===== src/rtl/numberle_pkg.sv =====
// numberle_pkg: shared definitions for the Numberle datapath.
//   - keypad key-code constants (edit '*', enter '#') and the digit range limit
//   - guess-entry FSM state encoding
//   - number of digits per guess
//   - is_digit(): classifies a decoded key code as a numeric digit
package numberle_pkg;

  localparam logic [3:0] KEY_EDIT     = 4'hE;
  localparam logic [3:0] KEY_ENTER    = 4'hF;
  localparam logic [3:0] DIGIT_MAX    = 4'h9;
  localparam logic [2:0] GUESS_DIGITS = 3'd4;

  typedef enum logic [1:0] {
    ENTRY   = 2'd0,
    PENDING = 2'd1,
    DONE    = 2'd2
  } state_t;

  // True for key codes 0..9.
  function automatic logic is_digit(input logic [3:0] code);
    return (code <= DIGIT_MAX);
  endfunction

endpackage


===== src/rtl/guess_entry_buf.sv =====
// guess_entry_buf: four-digit entry shift register with digit count.
// Ports:
//   clock   in  1   system clock, rising edge
//   resetn  in  1   asynchronous active-low reset
//   push    in  1   shift 'digit' in at the low end (ignored when full)
//   pop     in  1   drop the most recently entered digit (ignored when empty)
//   flush   in  1   clear all digits; wins over pop and push
//   digit   in  4   digit to push
//   guess   out 16  entered digits, oldest in the highest nibble once full
//   count   out 3   number of digits held, 0..4
module guess_entry_buf
  import numberle_pkg::*;
(
  input  logic        clock,
  input  logic        resetn,
  input  logic        push,
  input  logic        pop,
  input  logic        flush,
  input  logic [3:0]  digit,
  output logic [15:0] guess,
  output logic [2:0]  count
);

  logic [15:0] guess_r;
  logic [2:0]  count_r;

  // Digit shift register and occupancy count.
  always_ff @(posedge clock or negedge resetn) begin
    if (!resetn) begin
      guess_r <= 16'h0000;
      count_r <= 3'd0;
    end else if (flush) begin
      guess_r <= 16'h0000;
      count_r <= 3'd0;
    end else if (pop && (count_r != 3'd0)) begin
      // Newest digit sits in the low nibble, so backspace shifts right.
      guess_r <= {4'h0, guess_r[15:4]};
      count_r <= count_r - 3'd1;
    end else if (push && (count_r < GUESS_DIGITS)) begin
      guess_r <= {guess_r[11:0], digit};
      count_r <= count_r + 3'd1;
    end else begin
      guess_r <= guess_r;
      count_r <= count_r;
    end
  end

  assign guess = guess_r;
  assign count = count_r;

endmodule


===== src/rtl/guess_entry.sv =====
// guess_entry: keypad-side front end of the Numberle datapath.
// Collects digit keys into a four-digit guess, handles '*' (edit) and '#'
// (enter), hands the completed guess to the comparator over a valid/ack
// handshake and keeps the shared 'try' counter (odd while a guess is
// pending, even while typing).
// Build option:
//   GUESS_ENTRY_BACKSPACE_EN defined   -> '*' removes the newest digit
//   GUESS_ENTRY_BACKSPACE_EN undefined -> '*' clears the whole entry
// Parameter:
//   MAX_TRIES   guesses per game, 1..7
// Ports:
//   clock        in  1   system clock, rising edge
//   resetn       in  1   asynchronous active-low reset
//   key_valid    in  1   key_code valid this cycle
//   key_code     in  4   0..9 digit, E edit, F enter, A..D ignored
//   guess_ack    in  1   comparator consumed guess
//   solved       in  1   comparator result, used only with guess_ack
//   guess        out 16  entered digits
//   count        out 3   digits entered, 0..4
//   guess_valid  out 1   guess submitted, held until acked
//   try          out 4   2 * completed guesses, +1 while pending
//   done         out 1   game over
module guess_entry
  import numberle_pkg::*;
#(
  parameter int MAX_TRIES = 4
) (
  input  logic        clock,
  input  logic        resetn,
  input  logic        key_valid,
  input  logic [3:0]  key_code,
  input  logic        guess_ack,
  input  logic        solved,
  output logic [15:0] guess,
  output logic [2:0]  count,
  output logic        guess_valid,
  output logic [3:0]  try,
  output logic        done
);

  // try value reached after the final guess of a game has been acked.
  localparam logic [3:0] TRY_LIMIT = 4'(2 * MAX_TRIES);

  state_t      state_r;
  state_t      state_nxt_s;
  logic [3:0]  try_r;
  logic [3:0]  try_nxt_s;
  logic [3:0]  try_inc_s;
  logic        guess_valid_r;
  logic        guess_valid_nxt_s;
  logic        done_r;
  logic        done_nxt_s;
  logic        push_s;
  logic        pop_s;
  logic        flush_s;
  logic [15:0] guess_s;
  logic [2:0]  count_s;

  assign try_inc_s = try_r + 4'd1;

  guess_entry_buf u_buf (
    .clock  (clock),
    .resetn (resetn),
    .push   (push_s),
    .pop    (pop_s),
    .flush  (flush_s),
    .digit  (key_code),
    .guess  (guess_s),
    .count  (count_s)
  );

  // Next-state, buffer controls and next output values.
  always_comb begin
    state_nxt_s       = state_r;
    try_nxt_s         = try_r;
    guess_valid_nxt_s = guess_valid_r;
    done_nxt_s        = done_r;
    push_s            = 1'b0;
    pop_s             = 1'b0;
    flush_s           = 1'b0;

    case (state_r)
      ENTRY: begin
        guess_valid_nxt_s = 1'b0;
        done_nxt_s        = 1'b0;
        if (key_valid) begin
          if (is_digit(key_code)) begin
            // The buffer itself ignores pushes once four digits are held.
            push_s = 1'b1;
          end else if (key_code == KEY_ENTER) begin
            if (count_s == GUESS_DIGITS) begin
              state_nxt_s       = PENDING;
              guess_valid_nxt_s = 1'b1;
              try_nxt_s         = try_inc_s;
            end else begin
              state_nxt_s = ENTRY;
            end
          end else if (key_code == KEY_EDIT) begin
`ifdef GUESS_ENTRY_BACKSPACE_EN
            pop_s   = 1'b1;
`else
            flush_s = 1'b1;
`endif
          end else begin
            state_nxt_s = ENTRY;
          end
        end else begin
          state_nxt_s = ENTRY;
        end
      end

      PENDING: begin
        // Keys are dropped here; only the ack moves the FSM on.
        if (guess_ack) begin
          guess_valid_nxt_s = 1'b0;
          flush_s           = 1'b1;
          try_nxt_s         = try_inc_s;
          if (solved || (try_inc_s == TRY_LIMIT)) begin
            state_nxt_s = DONE;
            done_nxt_s  = 1'b1;
          end else begin
            state_nxt_s = ENTRY;
          end
        end else begin
          state_nxt_s = PENDING;
        end
      end

      DONE: begin
        state_nxt_s       = DONE;
        guess_valid_nxt_s = 1'b0;
        done_nxt_s        = 1'b1;
      end

      default: begin
        // Unreachable encoding: fall back to a clean entry state.
        state_nxt_s       = ENTRY;
        guess_valid_nxt_s = 1'b0;
        done_nxt_s        = 1'b0;
        flush_s           = 1'b1;
        try_nxt_s         = 4'd0;
      end
    endcase
  end

  // FSM state, try counter and handshake/status output registers.
  always_ff @(posedge clock or negedge resetn) begin
    if (!resetn) begin
      state_r       <= ENTRY;
      try_r         <= 4'd0;
      guess_valid_r <= 1'b0;
      done_r        <= 1'b0;
    end else begin
      state_r       <= state_nxt_s;
      try_r         <= try_nxt_s;
      guess_valid_r <= guess_valid_nxt_s;
      done_r        <= done_nxt_s;
    end
  end

  assign guess       = guess_s;
  assign count       = count_s;
  assign guess_valid = guess_valid_r;
  assign try         = try_r;
  assign done        = done_r;

endmodule


===== config.mk =====
export PLATFORM = sky130hd
export DESIGN_NAME = guess_entry
export DESIGN_NICKNAME = d
export VERILOG_FILES = /design/src/rtl/numberle_pkg.sv /design/src/rtl/guess_entry_buf.sv /design/src/rtl/guess_entry.sv
export SDC_FILE = /design/constraint.sdc
export NUM_CORES = 1
export LEC_CHECK = 0
export CAP_MARGIN = 20
export CORE_MARGIN = 4
export CORE_UTILIZATION = 40
export CTS_BUF_LIST = sky130_fd_sc_hd__clkbuf_4
export DETAILED_ROUTE_END_ITERATION = 7
export PLACE_DENSITY = 0.76
export SETUP_SLACK_MARGIN = 0.4
export SYNTH_ARGS = -nofsm -noshare
export SYNTH_HDL_FRONTEND = slang
export SYNTH_SLANG_ARGS = --single-unit

===== constraint.sdc =====
create_clock -name clock -period 3 [get_ports clock]
set_input_delay 0.3 -clock clock [delete_from_list [all_inputs] [get_ports clock]]
set_output_delay 0.3 -clock clock [all_outputs]
set_load 0.03 [all_outputs]

# Word level (Yosys, flattened, before mapping)
# Cells that the tools add are included.
word_totals:
  ff_bits: 27
  input_bits: 9
  output_inout_bits: 25
  word_cells: 68
op_classes:
  add_sub_neg: 2
  magnitude_cmp: 2
  n_eq_ne: 14
  n_mux: 36
  n_bitwise: 1
  reduce_logical: 7
op_table:
  columns: ["op", "count"]
  rows:
  - ["$mux 16", 2]
  - ["$mux 4", 5]
  - ["$mux 1", 16]
  - ["$eq 4x4->1 const B", 3]
  - ["$mux 2", 6]
  - ["$ne 2x2->1 const B", 6]
  - ["$pmux 4 s3", 1]
  - ["$mux 3", 2]
  - ["$pmux 2 s3", 1]
  - ["$reduce_and 6->1", 1]
  - ["$add 4x1->4 const B", 1]
  - ["$le 4x4->1 const B", 1]
  - ["$ne 4x4->1 const B", 1]
  - ["$pmux 1 s2", 2]
  - ["$reduce_and 2->1", 2]
  - ["$add 3x1->3 const B", 1]
  - ["$eq 3x3->1 const B", 1]
  - ["$lt 3x3->1 const B", 1]
  - ["$ne 3x3->1 const B", 1]
  - ["$pmux 1 s3", 1]
  - ["$eq 2x1->1 const B", 1]
  - ["$eq 2x2->1 const B", 1]
  - ["$logic_not 2->1", 1]
  - ["$reduce_bool 2->1", 1]
  - ["other kinds (3)", 3]

# Depth between registers and ports, before layout
logic_depth:
  depth_word: 7
  depth_mapped: 8

# Modules after synthesis
# From an unflattened synthesis, not the netlist that was laid out.
unflattened:
  cells_unflattened: 169
  area_unflattened_um2: 1721.7
modules_own_cells:
  columns: ["mod", "instances", "cells_each", "area_each_um2", "seq_area_each_um2"]
  rows:
  - ["guess_entry_buf", 1, 97, 1063.5, 475.5]
  - ["guess_entry", 1, 72, 658.1, 200.2]

# Worst setup path after synthesis
# No wires, ideal clock.
synth_path:
  path_kind: "flip-flop to flip-flop"
  from: "register u_buf.count_r[0], in the netlist u_buf.count[0]"
  to: "register try_r[0], in the netlist try[0]"
  setup_time_ps: 126
  arrival_time_ps: 1695
  t_required_ps: 2874
  path_slack_ps: 1179
  stages_incl_launch_ff: 7
  n_path_buf: 0
  cell_sequence: "dfrtp_1 inv_1 ha_1 nand4_1 nor2_2 mux2_4 a221o_1"
synth_via:
  elab_chain_len: 3
synth_rtl:
  columns: ["element", "line", "text"]
  rows:
  - ["start, declared", "guess_entry_buf.sv:25", "logic [2:0] count_r;"]
  - ["start signal, assigned", "guess_entry_buf.sv:38", "count_r <= count_r - 3'd1;"]
  - ["start signal, assigned", "guess_entry_buf.sv:41", "count_r <= count_r + 3'd1;"]
  - ["start signal, assigned", "guess_entry_buf.sv:44", "count_r <= count_r;"]
  - ["$eq 3x3->1", "guess_entry.sv:91", "if (count_s == GUESS_DIGITS) begin"]
  - ["$ne 2x2->1 (no line)", null, null]
  - ["$reduce_and 6->1 (no line)", null, null]
  - ["end signal, assigned", "guess_entry.sv:155", "try_r <= try_nxt_s;"]
  - ["end, declared", "guess_entry.sv:46", "logic [3:0] try_r;"]
# No other way between the ends.
# A chain may end at the register's enable or synchronous reset.

# Worst setup path in the final report
layout_path:
  from: "register state_r[0]"
  to: "register u_buf.guess_r[14], in the netlist u_buf.guess[14]"
layout_via:
  elab_chain_len: 4
  word_cells_on_any_way: 8
  classes_between: "eq/ne: 2; mux: 3; reduce/logical: 3"
layout_rtl:
  columns: ["element", "line", "text"]
  rows:
  - ["start, declared", "guess_entry.sv:44", "state_t state_r;"]
  - ["start signal, assigned", "guess_entry.sv:154", "state_r <= state_nxt_s;"]
  - ["parallel branches: the longest is 4 deep, another holds $mux 16", null, null]
  - ["end signal, assigned", "guess_entry_buf.sv:37", "guess_r <= {4'h0, guess_r[15:4]};"]
  - ["end signal, assigned", "guess_entry_buf.sv:40", "guess_r <= {guess_r[11:0], digit};"]
  - ["end signal, assigned", "guess_entry_buf.sv:43", "guess_r <= guess_r;"]
  - ["end, declared", "guess_entry_buf.sv:24", "logic [15:0] guess_r;"]
# Parallel ways; which one is timed is not known.

==> metrics.yaml <==
grt_setup_unrepaired: "false"
wl_per_cell_um: 13.9
final-max-slew-violation-count: 0
r2r_cells: 7
dpl-instance-area_mm2: 0.00182
clock_path_buffers: 2
timing.fmax_ghz: 0.473
startpoint_type: "flop"
status: "finished, final reports clean"
ff2ff_setup_slack_ns: 0.88
seq_area_frac_synth_pct: 46.2
stdcell_count: 215
slew_headroom_pct: 48.0
p_sw_uw: 848
finalPower_mw: 1.87
hold_buffers: 0
switching_share_pct: 45.3
yosysWarnings: 0
p_int_mw: 1.02
grt_use_total_pct: 13.8
fillers: 298
dp_cells: 211
num_io_pins: 34
clkPwrFrac_pct: 8.3
cts_made_buffers: 3
final_area_mm2: 0.00185
drc: 0
ir_drop_uv: 485
avgSynthCellArea_um2: 10.8
crit_slowest_cell: "dfrtp_1"
antenna_cells: 0
r2r_end: "u_buf.guess[14]$_DFFE_PN0P_"
rows: 21
power_density_mw_per_mm2: 1020
critPathTopFamily: "simple AND/OR/NAND/NOR gates"
die-area_mm2: 0.00468
grt_pass1_wl_mm: 4.90
routabilityCongestion: 0.783
clk_pin_slew_ns: 0.14
wirelength_mm: 3.00
cts_sinks: 27
r2r-start: "state_r[0]$_DFFE_PN0P_"
final_layout_size_suffix_gt1_share_pct: 10.1
antenna_left: 0
fin_crit_sh_pct: 70.5
pre_cts_ws_ns: 0.892
setup_tns_ns: 0
crit_chain: "inv_1, ha_1, nand2_1, nor3_4, buf_4, mux2i_1, nor2_1"
hold_class: "in -> async"
ys_seq_elements: 27
crit_cells: 7
htree_levels: 1
skew_ns: 0.00616
synth_cells: 135
setup_viol: 0
hpwl_mm: 2.31
port_buffers: 33
ys_types: 36
critPathRequiredTime_ns: 3.18
overflow: 0
path_max_fanout: 18
endpoint_kind: "flop"
hold_viol_final: 0
worstMarginPinSlew_ns: 0.777
worstPathBufferInverterCount: 2
worst-setup-path-type: "reg -> reg"
maxCapViolCount: 0
p_seq_share_pct: 36.0
core_area_mm2: 0.00344
nets: 186
die_w_um: 68.4
dieHeight_um: 68.4
grt_antenna_before_repair: 0
grt_max_degree: 28
worst-endpoint-arrival_ns: 2.30
cts_resized: 0
syn_area_mm2: 0.00146
cts_tree: "built"
p_comb_share_pct: 55.7
start_util_pct: 42.5
post_cts_buffers: 0
p_leak_nw: 0.775
area_growth_pct: 26.3
root_buffer: "clkbuf_4"
max_stage_delay_ns: 0.44
drtIter0Drc: 53
num_vias: 1113
fin_crit_ns: 2.12
worstSkewPairLatency_ns: 0.32
grt_pass1_vias: 1077
dr.pass1.iters: 4
synth_nets: 151
layout_setup_ws_ns: 0.884
viasPerCell: 5.18
worst reg2reg max path: stages, from the launching register on:
cell	delay (ns)
dfrtp_1	0.44
inv_1	0.11
ha_1	0.40
nand2_1	0.20
nor3_4	0.19
buf_4	0.32
mux2i_1	0.27
nor2_1	0.07
through the flow:
stage	hold slack, ns	util, %
6_report	0.331	53.6
5_1_grt	0.340	53.6
4_1_cts	0.336	53.6
3_5_place_dp	0.470	52.7
3_3_place_gp	0.464	52.7
2_1_floorplan	0.00441	-
area by class of cell:
class / instances / area (µm²) / share of cell area [%]
inverter: 7 / 26.3 / 1.42
multi-input combinational: 96 / 711 / 38.5
clock inverter: 1 / 7.51 / 0.407
sequential: 27 / 676 / 36.6
tap: 46 / 57.6 / 3.12
clock buffer: 3 / 22.5 / 1.22
timing repair buffer: 35 / 345 / 18.7
worst max path at each step:
stage	start	endpoint	slack [ns]
2_1_floorplan	u_buf.count[0]$_DFFE_PN0P_	try[0]$_DFFE_PN0P_	1.18
4_1_cts	state_r[0]$_DFFE_PN0P_	u_buf.guess[14]$_DFFE_PN0P_	0.88
3_3_place_gp	key_code[2]	try[0]$_DFFE_PN0P_	0.98
3_5_place_dp	state_r[0]$_DFFE_PN0P_	u_buf.guess[14]$_DFFE_PN0P_	0.89
5_1_grt	state_r[0]$_DFFE_PN0P_	u_buf.guess[13]$_DFFE_PN0P_	0.77
6_report	state_r[0]$_DFFE_PN0P_	u_buf.guess[14]$_DFFE_PN0P_	0.88
Yosys cell counts:
| cell | count | area share [%] |
|---|---|---|
| and3_1 | 1 | 0.43 |
| o21a_1 | 1 | 0.51 |
| buf_4 | 1 | 0.51 |
| a21oi_2 | 1 | 0.60 |
| nand4_1 | 2 | 0.86 |
| mux2_4 | 1 | 1.0 |
| a21oi_1 | 6 | 2.1 |
| a31o_2 | 2 | 1.2 |
| nand3b_1 | 3 | 1.5 |
| mux2i_1 | 18 | 12 |
| nor2_2 | 1 | 0.43 |
| o31ai_1 | 1 | 0.51 |
| buf_2 | 1 | 0.34 |
| o211ai_2 | 1 | 0.86 |
| o22ai_1 | 1 | 0.43 |
| nand3_1 | 1 | 0.34 |
| o21ai_0 | 4 | 1.4 |
| buf_6 | 2 | 1.5 |
| nor2_1 | 22 | 5.7 |
| o41ai_1 | 1 | 0.60 |
| nor4_1 | 2 | 0.86 |
| nand2_1 | 7 | 1.8 |
| nor2b_4 | 1 | 0.94 |
| or2_4 | 1 | 0.60 |
| a31oi_1 | 2 | 0.86 |
| inv_1 | 7 | 1.8 |
| a221o_1 | 2 | 1.4 |
| a21bo_1 | 1 | 0.68 |
| xnor2_1 | 1 | 0.60 |
| a32o_1 | 1 | 0.68 |
| buf_12 | 1 | 1.4 |
| nor3_2 | 2 | 1.4 |
| dfrtp_1 | 27 | 46 |
| ha_1 | 7 | 6.0 |
| o41ai_2 | 1 | 1.1 |
| a211o_1 | 1 | 0.60 |
placed cells by master, fill, tap and decap left out, types with 2 or more instances in the layout:
cell type,instances
mux2i_1,18
a31o_2,2
nand4_1,2
inv_1,7
ha_1,7
a31oi_1,2
a21oi_1,6
a221o_1,2
clkdlybuf4s50_1,33
clkbuf_4,3
buf_4,2
nand2_1,7
dfrtp_1,27
nor2_1,22
o21ai_0,4
nand3b_1,3
nor4_1,2
flip-flops by register name (all words and copies together), names as in the netlist:
signal	flops
done	1
guess_valid	1
state_r	2
try	4
u_buf.count	3
u_buf.guess	16
routing by layer:
layer / routed length (µm) / GRT usage, % / part of all wire [%] / up-vias
li1: - / - / - / 556
met1: 1320 / 16.7 / 44 / 526
met2: 1530 / 24.7 / 51 / 29
met5: 0 / 0 / 0 / -
met4: 36 / 4.47 / 1.2 / 0
met3: 113 / 2.30 / 3.8 / 2
cells by family (layout without fill, tap and decap cells):
group,count (synthesis),count (layout),share of synthesized area (%)
xor gates and xnor gates,1,1,0.599
muxes,19,19,13.4
adders and majority gates,7,7,5.99
buffers and inverters,12,46,5.57
and+or+nand+nor,43,43,14.8
DFF,27,27,46.2
AOI/OAI and AO/OA,26,26,13.4
power groups by stage:
| stage | Clock, mW | Combinational (mW) | Sequential [mW] |
|---|---|---|---|
| floorplan | 0 | 0.381 | 0.945 |
| global placement | 0 | 1.02 | 0.669 |
| detailed placement | 0 | 1.05 | 0.683 |
| CTS | 0.162 | 1.05 | 0.675 |
| global route | 0.176 | 1.12 | 0.701 |
| finish | 0.156 | 1.04 | 0.674 |
No activity file was read; power rests on OpenSTA's default activity.
